File: src/rtl/signed_digit_recompose_pkg.sv
// signed_digit_recompose_pkg: shared gadget parameters and recompose FSM encoding
package signed_digit_recompose_pkg;

   localparam int DATA_SIZE_ARB   = 14;
   localparam int MODULUS         = 12289;
   localparam int MODULUSHALF     = MODULUS / 2;
   localparam int GADGET_BASE_LOG = 7;
   localparam int GADGET_DIGITS   = 4;

   typedef enum logic [1:0] {
      IDLE  = 2'd0,
      SHIFT = 2'd1,
      WAIT  = 2'd2,
      DONE  = 2'd3
   } state_t;

endpackage

File: src/rtl/signed_digit_recompose_mod_add_q.sv
// mod_add_q: combinational (a + b) mod Q for a, b already in [0, Q)
module mod_add_q
   import signed_digit_recompose_pkg::*;
#(
   parameter int DATA_W  = DATA_SIZE_ARB,
   parameter int MODULUS = signed_digit_recompose_pkg::MODULUS
) (
   input  logic [DATA_W-1:0] a,
   input  logic [DATA_W-1:0] b,
   output logic [DATA_W-1:0] y
);

   localparam logic [DATA_W:0] Q = (DATA_W+1)'(MODULUS);

   logic [DATA_W:0] s;

   // one extra bit holds the carry so a single conditional subtract suffices
   always_comb begin
      s = {1'b0, a} + {1'b0, b};
      y = DATA_W'(s >= Q ? s - Q : s);
   end

endmodule

File: src/rtl/signed_digit_recompose.sv
// signed_digit_recompose: serial Horner rebuild of a signed base-2^BASE_LOG gadget word mod Q
module signed_digit_recompose
   import signed_digit_recompose_pkg::*;
#(
   parameter int DATA_W     = DATA_SIZE_ARB,
   parameter int MODULUS    = signed_digit_recompose_pkg::MODULUS,
   parameter int BASE_LOG   = GADGET_BASE_LOG,
   parameter int NUM_DIGITS = GADGET_DIGITS
) (
   input  logic              clk,
   input  logic              rst,
   input  logic [DATA_W-1:0] in_digit,
   input  logic              in_valid,
   output logic              in_ready,
   output logic [DATA_W-1:0] out_value,
   output logic              out_err,
   output logic              out_valid,
   input  logic              out_ready
);

   localparam int CNT_W = $clog2(NUM_DIGITS + 1);
   localparam int SH_W  = $clog2(BASE_LOG + 1);
   localparam logic [DATA_W-1:0] Q    = DATA_W'(MODULUS);
   localparam logic [DATA_W-1:0] HALF = DATA_W'(1 << (BASE_LOG - 1));

   state_t            state, state_n;
   logic [DATA_W-1:0] acc, acc_n, digit, add_b, sum;
   logic [CNT_W-1:0]  cnt, cnt_n;
   logic [SH_W-1:0]   sh, sh_n;
   logic              err, err_n, illegal, in_hs, out_hs;

   assign in_ready  = state == IDLE || state == WAIT;
   assign out_valid = state == DONE;
   assign out_value = out_valid ? acc : '0;
   assign out_err   = out_valid & err;
   assign in_hs     = in_valid & in_ready;
   assign out_hs    = out_valid & out_ready;

   // legal digits are small positives or small negatives encoded near Q; anything
   // at or above Q is folded back once so acc stays inside [0, Q)
   assign illegal = !(in_digit < HALF || in_digit >= Q - HALF);
   assign digit   = in_digit >= Q ? in_digit - Q : in_digit;

   // the single adder doubles acc while shifting and adds the new digit otherwise
   assign add_b = state == SHIFT ? acc : digit;

   mod_add_q #(.DATA_W(DATA_W), .MODULUS(MODULUS)) u_add (
      .a(acc),
      .b(add_b),
      .y(sum)
   );

   // state and datapath registers
   always_ff @(posedge clk) begin
      if (rst) begin
         state <= IDLE;
         acc   <= '0;
         cnt   <= '0;
         sh    <= '0;
         err   <= 1'b0;
      end else begin
         state <= state_n;
         acc   <= acc_n;
         cnt   <= cnt_n;
         sh    <= sh_n;
         err   <= err_n;
      end
   end

   // Horner sequencing: load MSB digit, BASE_LOG doublings, add next digit, repeat
   always_comb begin
      state_n = state;
      acc_n   = acc;
      cnt_n   = cnt;
      sh_n    = sh;
      err_n   = err;
      case (state)
         IDLE: if (in_hs) begin
            acc_n   = digit;
            err_n   = illegal;
            cnt_n   = CNT_W'(NUM_DIGITS - 1);
            sh_n    = '0;
            state_n = NUM_DIGITS == 1 ? DONE : SHIFT;
         end
         SHIFT: begin
            acc_n   = sum;
            sh_n    = sh == SH_W'(BASE_LOG - 1) ? '0 : sh + 1'b1;
            state_n = sh == SH_W'(BASE_LOG - 1) ? WAIT : SHIFT;
         end
         WAIT: if (in_hs) begin
            acc_n   = sum;
            err_n   = err | illegal;
            cnt_n   = cnt - 1'b1;
            sh_n    = '0;
            state_n = cnt == CNT_W'(1) ? DONE : SHIFT;
         end
         DONE: if (out_hs) begin
            acc_n   = '0;
            err_n   = 1'b0;
            state_n = IDLE;
         end
      endcase
   end

endmodule
File: config.mk
export PLATFORM = sky130hd
export DESIGN_NAME = signed_digit_recompose
export DESIGN_NICKNAME = d
export VERILOG_FILES = /design/src/rtl/signed_digit_recompose_pkg.sv /design/src/rtl/signed_digit_recompose_mod_add_q.sv /design/src/rtl/signed_digit_recompose.sv
export SDC_FILE = /design/constraint.sdc
export NUM_CORES = 1
export LEC_CHECK = 0
export ABC_CLOCK_PERIOD_IN_PS = 5300
export CORE_UTILIZATION = 45
export DETAILED_ROUTE_END_ITERATION = 16
export HOLD_SLACK_MARGIN = 0.06
export PLACE_DENSITY = 0.68
export SLEW_MARGIN = 30
export SYNTH_ARGS = -nofsm -noshare
export SYNTH_HDL_FRONTEND = slang
export SYNTH_HIERARCHICAL = 1
export SYNTH_SLANG_ARGS = --single-unit
export TNS_END_PERCENT = 100
File: constraint.sdc
create_clock -name clk -period 5.3 [get_ports clk]
set_input_delay 0.53 -clock clk [delete_from_list [all_inputs] [get_ports clk]]
set_output_delay 0.53 -clock clk [all_outputs]
set_load 0.01 [all_outputs]
======== After elaboration in Yosys (flattened, before gate mapping) ========
Cells that the tools add are included.
Widths: inputs -> output; s select.
storage, ports and cells
  bits in registers ....................... 23
  logic and storage cells ................. 63
operators by class
  multiplexer cells ....................... 24
  reduce and logical (&&, ||, !) cells .... 12
  magnitude comparators ................... 4
  bitwise gates (word level) .............. 4
  add/sub/neg operators ................... 5
  equality and inequality tests ........... 9
operator list
  kind                    count
  $mux 14                 7
  $pmux 14 s4             1
  $ge 14x14->1 const B    2
  $sub 14x14->14 const B  2
  $add 14x14->15          1
  $ge 15x14->1 const B    1
  $lt 14x7->1 const B     1
  $mux 3                  4
  $pmux 3 s2              2
  $mux 2                  5
  $pmux 2 s4              1
  $reduce_and 3->1        2
  $eq 2x2->1 const B      2
  $ne 2x1->1 const B      2
  $ne 2x2->1 const B      2
  $reduce_and 4->1        1
  $reduce_bool 2->1       2
  $add 3x1->3 const B     1
  $and 1x1->1             3
  $eq 3x1->1 const B      1
  $eq 3x3->1 const B      1
  $mux 1                  3
  $pmux 1 s3              1
  $reduce_bool 3->1       1
  other kinds (8)         9

======== Depth between registers and ports, before layout ========
Gate-level depths: netlist (run 1).
  depth in word-level cells ............... 8
  gate-level depth with buffers ........... 24
  gate-level depth less buffers ........... 23

======== By module ========
Netlist (run 1), hierarchy kept.
by module, submodules not included
  module                  seq. area each (sq um)  cells each  instances  area each (sq um)
  signed_digit_recompose  460.4                   254         1          1878.1
  mod_add_q               0.0                     174         1          1234.9

======== Worst setup path before layout (run 1) ========
OpenSTA, ideal clock, no wires.
  path type ............................... input to register
  from .................................... input in_digit[1]
  to ...................................... register acc[10]
  arrival ................................. 4.706 ns
  library setup time ...................... 0.086 ns
  path buffers ............................ 1
  stages .................................. 22
  path slack .............................. 0.509 ns
  path through ............................ inv_1 ha_1 or3b_2 nor4_1 or2_2 mux2_2 mux2i_1 inv_1 fa_1 and2b_1 o2111ai_2 a211oi_1 o311ai_1 a2111oi_2 o21ai_1 buf_6 nand3_1 xnor2_1 a21oi_1 nor2_1 a21oi_1 a211oi_1
on the way
  cells in the longest elaborated chain, start to end .. 8
  elaborated cells on any way between the ends .. 11
  classes of those cells .................. 3 x add/sub; 2 x order compare; 6 x mux
ends and longest elaborated chain
  element                                         line                                    RTL
  start: declaration                              signed_digit_recompose.sv:12            input logic [DATA_W-1:0] in_digit,
  $sub 14x14->14 or $ge 14x14->1 (tied branches)  signed_digit_recompose.sv:42            assign digit = in_digit >= Q ? in_digit - Q : in_digit;
  $mux 14 (*)                                     signed_digit_recompose.sv:42
  $mux 14 (*)                                     signed_digit_recompose.sv:45            assign add_b = state == SHIFT ? acc : digit;
  named net add_b[1]                              signed_digit_recompose.sv:27            logic [DATA_W-1:0] acc, acc_n, digit, add_b, sum;
  $add 14x14->15 (*)                              signed_digit_recompose_mod_add_q.sv:19  s = {1'b0, a} + {1'b0, b};
  $sub 14x14->14 or $ge 15x14->1 (tied branches)  signed_digit_recompose_mod_add_q.sv:20  y = DATA_W'(s >= Q ? s - Q : s);
  $mux 14 (*)                                     signed_digit_recompose_mod_add_q.sv:20
  named net sum[10]                               signed_digit_recompose.sv:27
  $mux 14                                         signed_digit_recompose.sv:90            WAIT: if (in_hs) begin
  $pmux 14 s4 (*)                                 signed_digit_recompose.sv:77            case (state)
  end signal: assignment                          signed_digit_recompose.sv:63            acc <= acc_n;
  end: declaration                                signed_digit_recompose.sv:27
The timed path passes the listed nets; every way through them passes the cells marked *. The select of a mux whose other input is x is not followed.
A chain may end at the register's enable or synchronous reset.

======== Worst setup path in the final report (run 1) ========
  from .................................... input in_digit[3]
  to ...................................... register acc[1]
on the way
  cells in the longest elaborated chain, start to end .. 8
  elaborated cells on any way between the ends .. 11
  classes of those cells .................. 3 x add/sub; 2 x order compare; 6 x mux
ends and longest elaborated chain
  element                                         line
  $sub 14x14->14 or $ge 14x14->1 (tied branches)  signed_digit_recompose.sv:42
  $mux 14 (*)                                     signed_digit_recompose.sv:42
  $mux 14 (*)                                     signed_digit_recompose.sv:45
  named net add_b[8]                              signed_digit_recompose.sv:27
  $add 14x14->15 (*)                              signed_digit_recompose_mod_add_q.sv:19
  $ge 15x14->1 (*)                                signed_digit_recompose_mod_add_q.sv:20
  $mux 14 (*)                                     signed_digit_recompose_mod_add_q.sv:20
  named net sum[1]                                signed_digit_recompose.sv:27
  $mux 14                                         signed_digit_recompose.sv:90
  $pmux 14 s4 (*)                                 signed_digit_recompose.sv:77
Marks and branches as above.

==> results of run 1 <==
-- cell usage after synthesis (9+ instances only) --
cell / instances
sky130_fd_sc_hd__ha_1: 24
sky130_fd_sc_hd__nand3_1: 13
sky130_fd_sc_hd__nor3_1: 14
sky130_fd_sc_hd__dfxtp_1: 23
sky130_fd_sc_hd__nor2_1: 35
sky130_fd_sc_hd__mux2i_1: 9
sky130_fd_sc_hd__o21ai_0: 20
sky130_fd_sc_hd__and2_1: 16
sky130_fd_sc_hd__xor2_1: 12
sky130_fd_sc_hd__xnor2_1: 9
sky130_fd_sc_hd__a21oi_1: 33
sky130_fd_sc_hd__a21o_1: 9
sky130_fd_sc_hd__nand2_1: 34
sky130_fd_sc_hd__clkbuf_1: 12
sky130_fd_sc_hd__inv_1: 23
-- cell families (layout without fill, tap and decap cells) --
logic type	count (synthesis)	after routing	share of synthesized area (%)
buf+inv	47	124	6.59
xor+xnor	22	22	6.43
flops	23	23	14.8
mux	15	15	5.06
simple gates	171	171	29.5
compound gates	125	125	27.4
fa+ha+maj	25	25	10.3
-- flip-flops by register name, indices dropped and copies added, names as in the netlist --
| signal | count |
|---|---|
| sh | 3 |
| state | 2 |
| err | 1 |
| cnt | 3 |
| acc | 14 |
-- worst min-delay path: stages (launching register included) --
cell and delay (ns):
sky130_fd_sc_hd__dfxtp_1 0.32, sky130_fd_sc_hd__nor2_1 0.09, sky130_fd_sc_hd__a311oi_1 0.04
-- power by group through the flow --
stage	Sequential, W	Combinational (W)	Clock, W
after floorplan	0.000204	0.000376	0
after global placement	0.000210	0.000579	0
after detailed placement	0.000211	0.000590	0
after CTS	0.000207	0.000600	0.000116
after global routing	0.000210	0.000695	0.000125
final	0.000207	0.000639	0.000113
-- through the flow --
step | utilization [%] | std cells | setup TNS [ns] | total power, W | hold slack (ns)
6_report | 62.9 | 582 | 0 | 0.000960 | 0.499
4_1_cts | 60.9 | 579 | 0 | 0.000923 | 0.500
3_5_place_dp | 59.8 | 575 | -3.34 | 0.000801 | 0.487
2_1_floorplan | - | 428 | 0 | 0.000580 | 0.462
3_3_place_gp | 59.8 | 575 | -1.33 | 0.000789 | 0.482
5_1_grt | 62.9 | 582 | 0 | 0.00103 | 0.532
-- repair_timing --
item / 4_1_cts / 5_1_grt
setup endpoints to repair: 6 / 14
pin swaps: 1 / 13
resized for setup: 5 / 20
setup buffers: 0 / 3
-- cell type report --
type | count | area share, %
multi-input cells | 358 | 63.1
repair buffers | 97 | 20.0
flip-flops and latches | 23 | 11.3
well taps | 77 | 2.36
inverters | 23 | 2.11
clock buffers | 3 | 1.01
clock inverters | 1 | 0.123
-- path summary, 6_finish.rpt --
kind	start	endpoint	slack (ns)	depth (start not counted)
setup / recovery	in_digit[3]	acc[1]	0.17	23
hold / removal	cnt[1]	cnt[1]	0.50	2
setup reg to reg	state[1]	acc[1]	0.83	21
hold reg to reg	cnt[1]	cnt[1]	0.50	2
-- metal layers --
| metal | track usage [%] | vias up |
|---|---|---|
| li1 | - | 1731 |
| met1 | 37.2 | 1627 |
| met2 | 42.9 | 132 |
| met3 | 2.43 | 25 |
| met4 | 8.17 | 0 |
| met5 | 0 | - |
==> implementation parameters, run 1 <==
Parameter                              Value

Outcome
  Run status ... finished, final reports clean

Synth
  Gate count of the mapped netlist ... 428
  Total number of yosys warnings ... 6
  #FFs+latches synth ... 23
  Post-synthesis area per instance ... 7.27 µm²
  Net count after synthesis ... 471
  Synthesized cell area ... 3110 µm²
  Proportion of netlist area held by the largest area contributor ... 14.8%
  Part of the Yosys area used for sequential elements ... 14.8%
  Post-synth ARST share ... 0%
  Number of flops mapped to enable cells by yosys ... 0
  Unique cell type count in the Yosys netlist ... 76
  Leading cell types by total area after synthesis ... sky130_fd_sc_hd__dfxtp_1 15%, sky130_fd_sc_hd__ha_1 9.6%, sky130_fd_sc_hd__a21oi_1 5.3%
  Leading area contributor after synthesis ... sky130_fd_sc_hd__dfxtp_1
  Top FF cell, synth ... sky130_fd_sc_hd__dfxtp_1

Route
  Met2 wirelength from detailed routing ... 4290 µm
  Total number of vias ... 3515
  Total iterations of the first detailed-routing run ... 5
  DR WL met3 ... 578 µm
  Total routed wire length on the met1 layer ... 4410 µm
  Antenna-violating nets left ... 0
  DRC violation count after routing ... 0
  Average wire per standard cell ... 16.3 µm
  Violation count after the first detailed-route iteration ... 325
  Post-detailed-route via-to-cell ratio ... 6.04
  Routed WL ... 9500 µm
  Top routing layer in use ... met4

Job
  Number of maximum-capacitance violations ... 0

Floorplan
  Height of the die ... 85.2 µm
  Area enclosed by the die boundary ... 7250 µm²
  Number of placement rows ... 29
  Initial Util ... 47.9%
  Die width ... 85.2 µm
  Placeable core region ... 6490 µm²
  Number of ports placed on the die boundary ... 35

STA
  Worst path setup slack after routing ... 0.167 ns
  Post-Route Skew ... 0.00626 ns
  Worst slew margin relative to its limit ... 48.9%
  Peak Freq ... 195 MHz
  Number of hold violations in the final report ... 0
  Share of the clock period used by the worst path ... 96.8%
  RSZ-0062 raised after global routing ... no
  Clock period minus worst slack ... 5.13 ns
  Final setup fails ... 0
  Max-slew violations ... 0
  Slew at the pin closest to its max-slew limit ... 0.764 ns

Clock tree
  Cts hold-fix bufs ... 0
  Number of buffers inserted during clock tree synthesis ... 3
  CTS tree ... yes
  Clock sinks ... 23
  Source-to-sink clock delay at the later pin of the worst-skew pair ... 0.27 ns
  CTS H-Tree Depth ... 1
  Clock transition at path regs ... 0.09 ns
  Root buffer cell ... sky130_fd_sc_hd__clkbuf_8
  Max Buffers Root-to-Sink ... 2

Cells and area
  Commonest non-fill, non-tap cells in the layout ... 63 x sky130_fd_sc_hd__buf_4, 35 x sky130_fd_sc_hd__nor2_1, 34 x sky130_fd_sc_hd__nand2_1
  Area taken by flip-flops and latches ... 460 µm²
  Area of the multi-input gates ... 2570 µm²
  Leading cell type in the layout, fill and taps excluded ... sky130_fd_sc_hd__buf_4
  Design area ... 4080 µm²
  Number of antenna diodes ... 0
  Area growth, synth to finish ... 31.1%
  Share of layout cells above drive strength 1 ... 20.6%
  Post-layout nets ... 549
  Filler Cells Inserted ... 593

Worst hold path
  Type of the most critical hold path ... reg -> reg

Setup path
  Cells along the critical path ... clkdlybuf4s50_1 > or3_1 > buf_4 > or4_4 > a311oi_1 > a21oi_1 > mux2i_1 > ha_1 > buf_4 > nand4_1 > a21oi_2 > nor4b_4 > buf_4 > o311ai_4 > a2111oi_4 > o21ai_1 > buf_4 > buf_4 > nand2_1 > o21ai_1 > and3_1 > a21oi_1 > o32ai_1
  Critical path start-end classification ... in -> reg
  Slowest CP cell ... sky130_fd_sc_hd__or4_4
  Startpoint Class ... input port
  Critical path's largest stage delay ... 0.53 ns
  Cell seen most often among critical-path stages ... sky130_fd_sc_hd__buf_4
  Data arrival time of the critical path ... 5.26 ns
  Critical Path Fanout Max ... 8
  Worst setup EP type ... register
  Number of buffer and inverter instances along the worst setup path ... 6
  Top Family by Delay on Critical Path ... simple AND/OR/NAND/NOR gates
  Required time of the worst setup path ... 5.42 ns

Placement
  IO buf count ... 34
  Worst Setup Slack post-DPL ... -0.352 ns
  RePlAce Congestion ... 0.936
  Total cell area at the placement stage ... 3880 µm²
  Post-DP HPWL ... 7220 µm

Global routing
  Overall global routing resource usage ... 26.5%
  Global-route wire length before repair ... 15800 µm
  Largest net degree at the start of global routing ... 19
  Vias in the first global route ... 3337
  Overall overflow remaining after global route ... 0
  Antenna violations before repair ... 0

Power and ir drop
  Psw ... 0.000420 W
  Power density of the placed cells ... 235 nW/µm²
  Switch share ... 43.8%
  Clock Power Share ... 11.8%
  Combinational cell fraction of total power ... 66.6%
  Static leakage power ... 1.72 nW
  Max IR drop VDD ... 148 µV
  Cell Int Power ... 0.000540 W
  Sequential cell fraction of total power ... 21.6%
No activity file was read; power rests on OpenSTA's default activity.
==> run 2: changes to the inputs <==
Settings changed: HOLD_SLACK_MARGIN 0.06 to default.
==> results of run 2 <==
The final DEF is identical to that of run 1; final timing and power are the same.
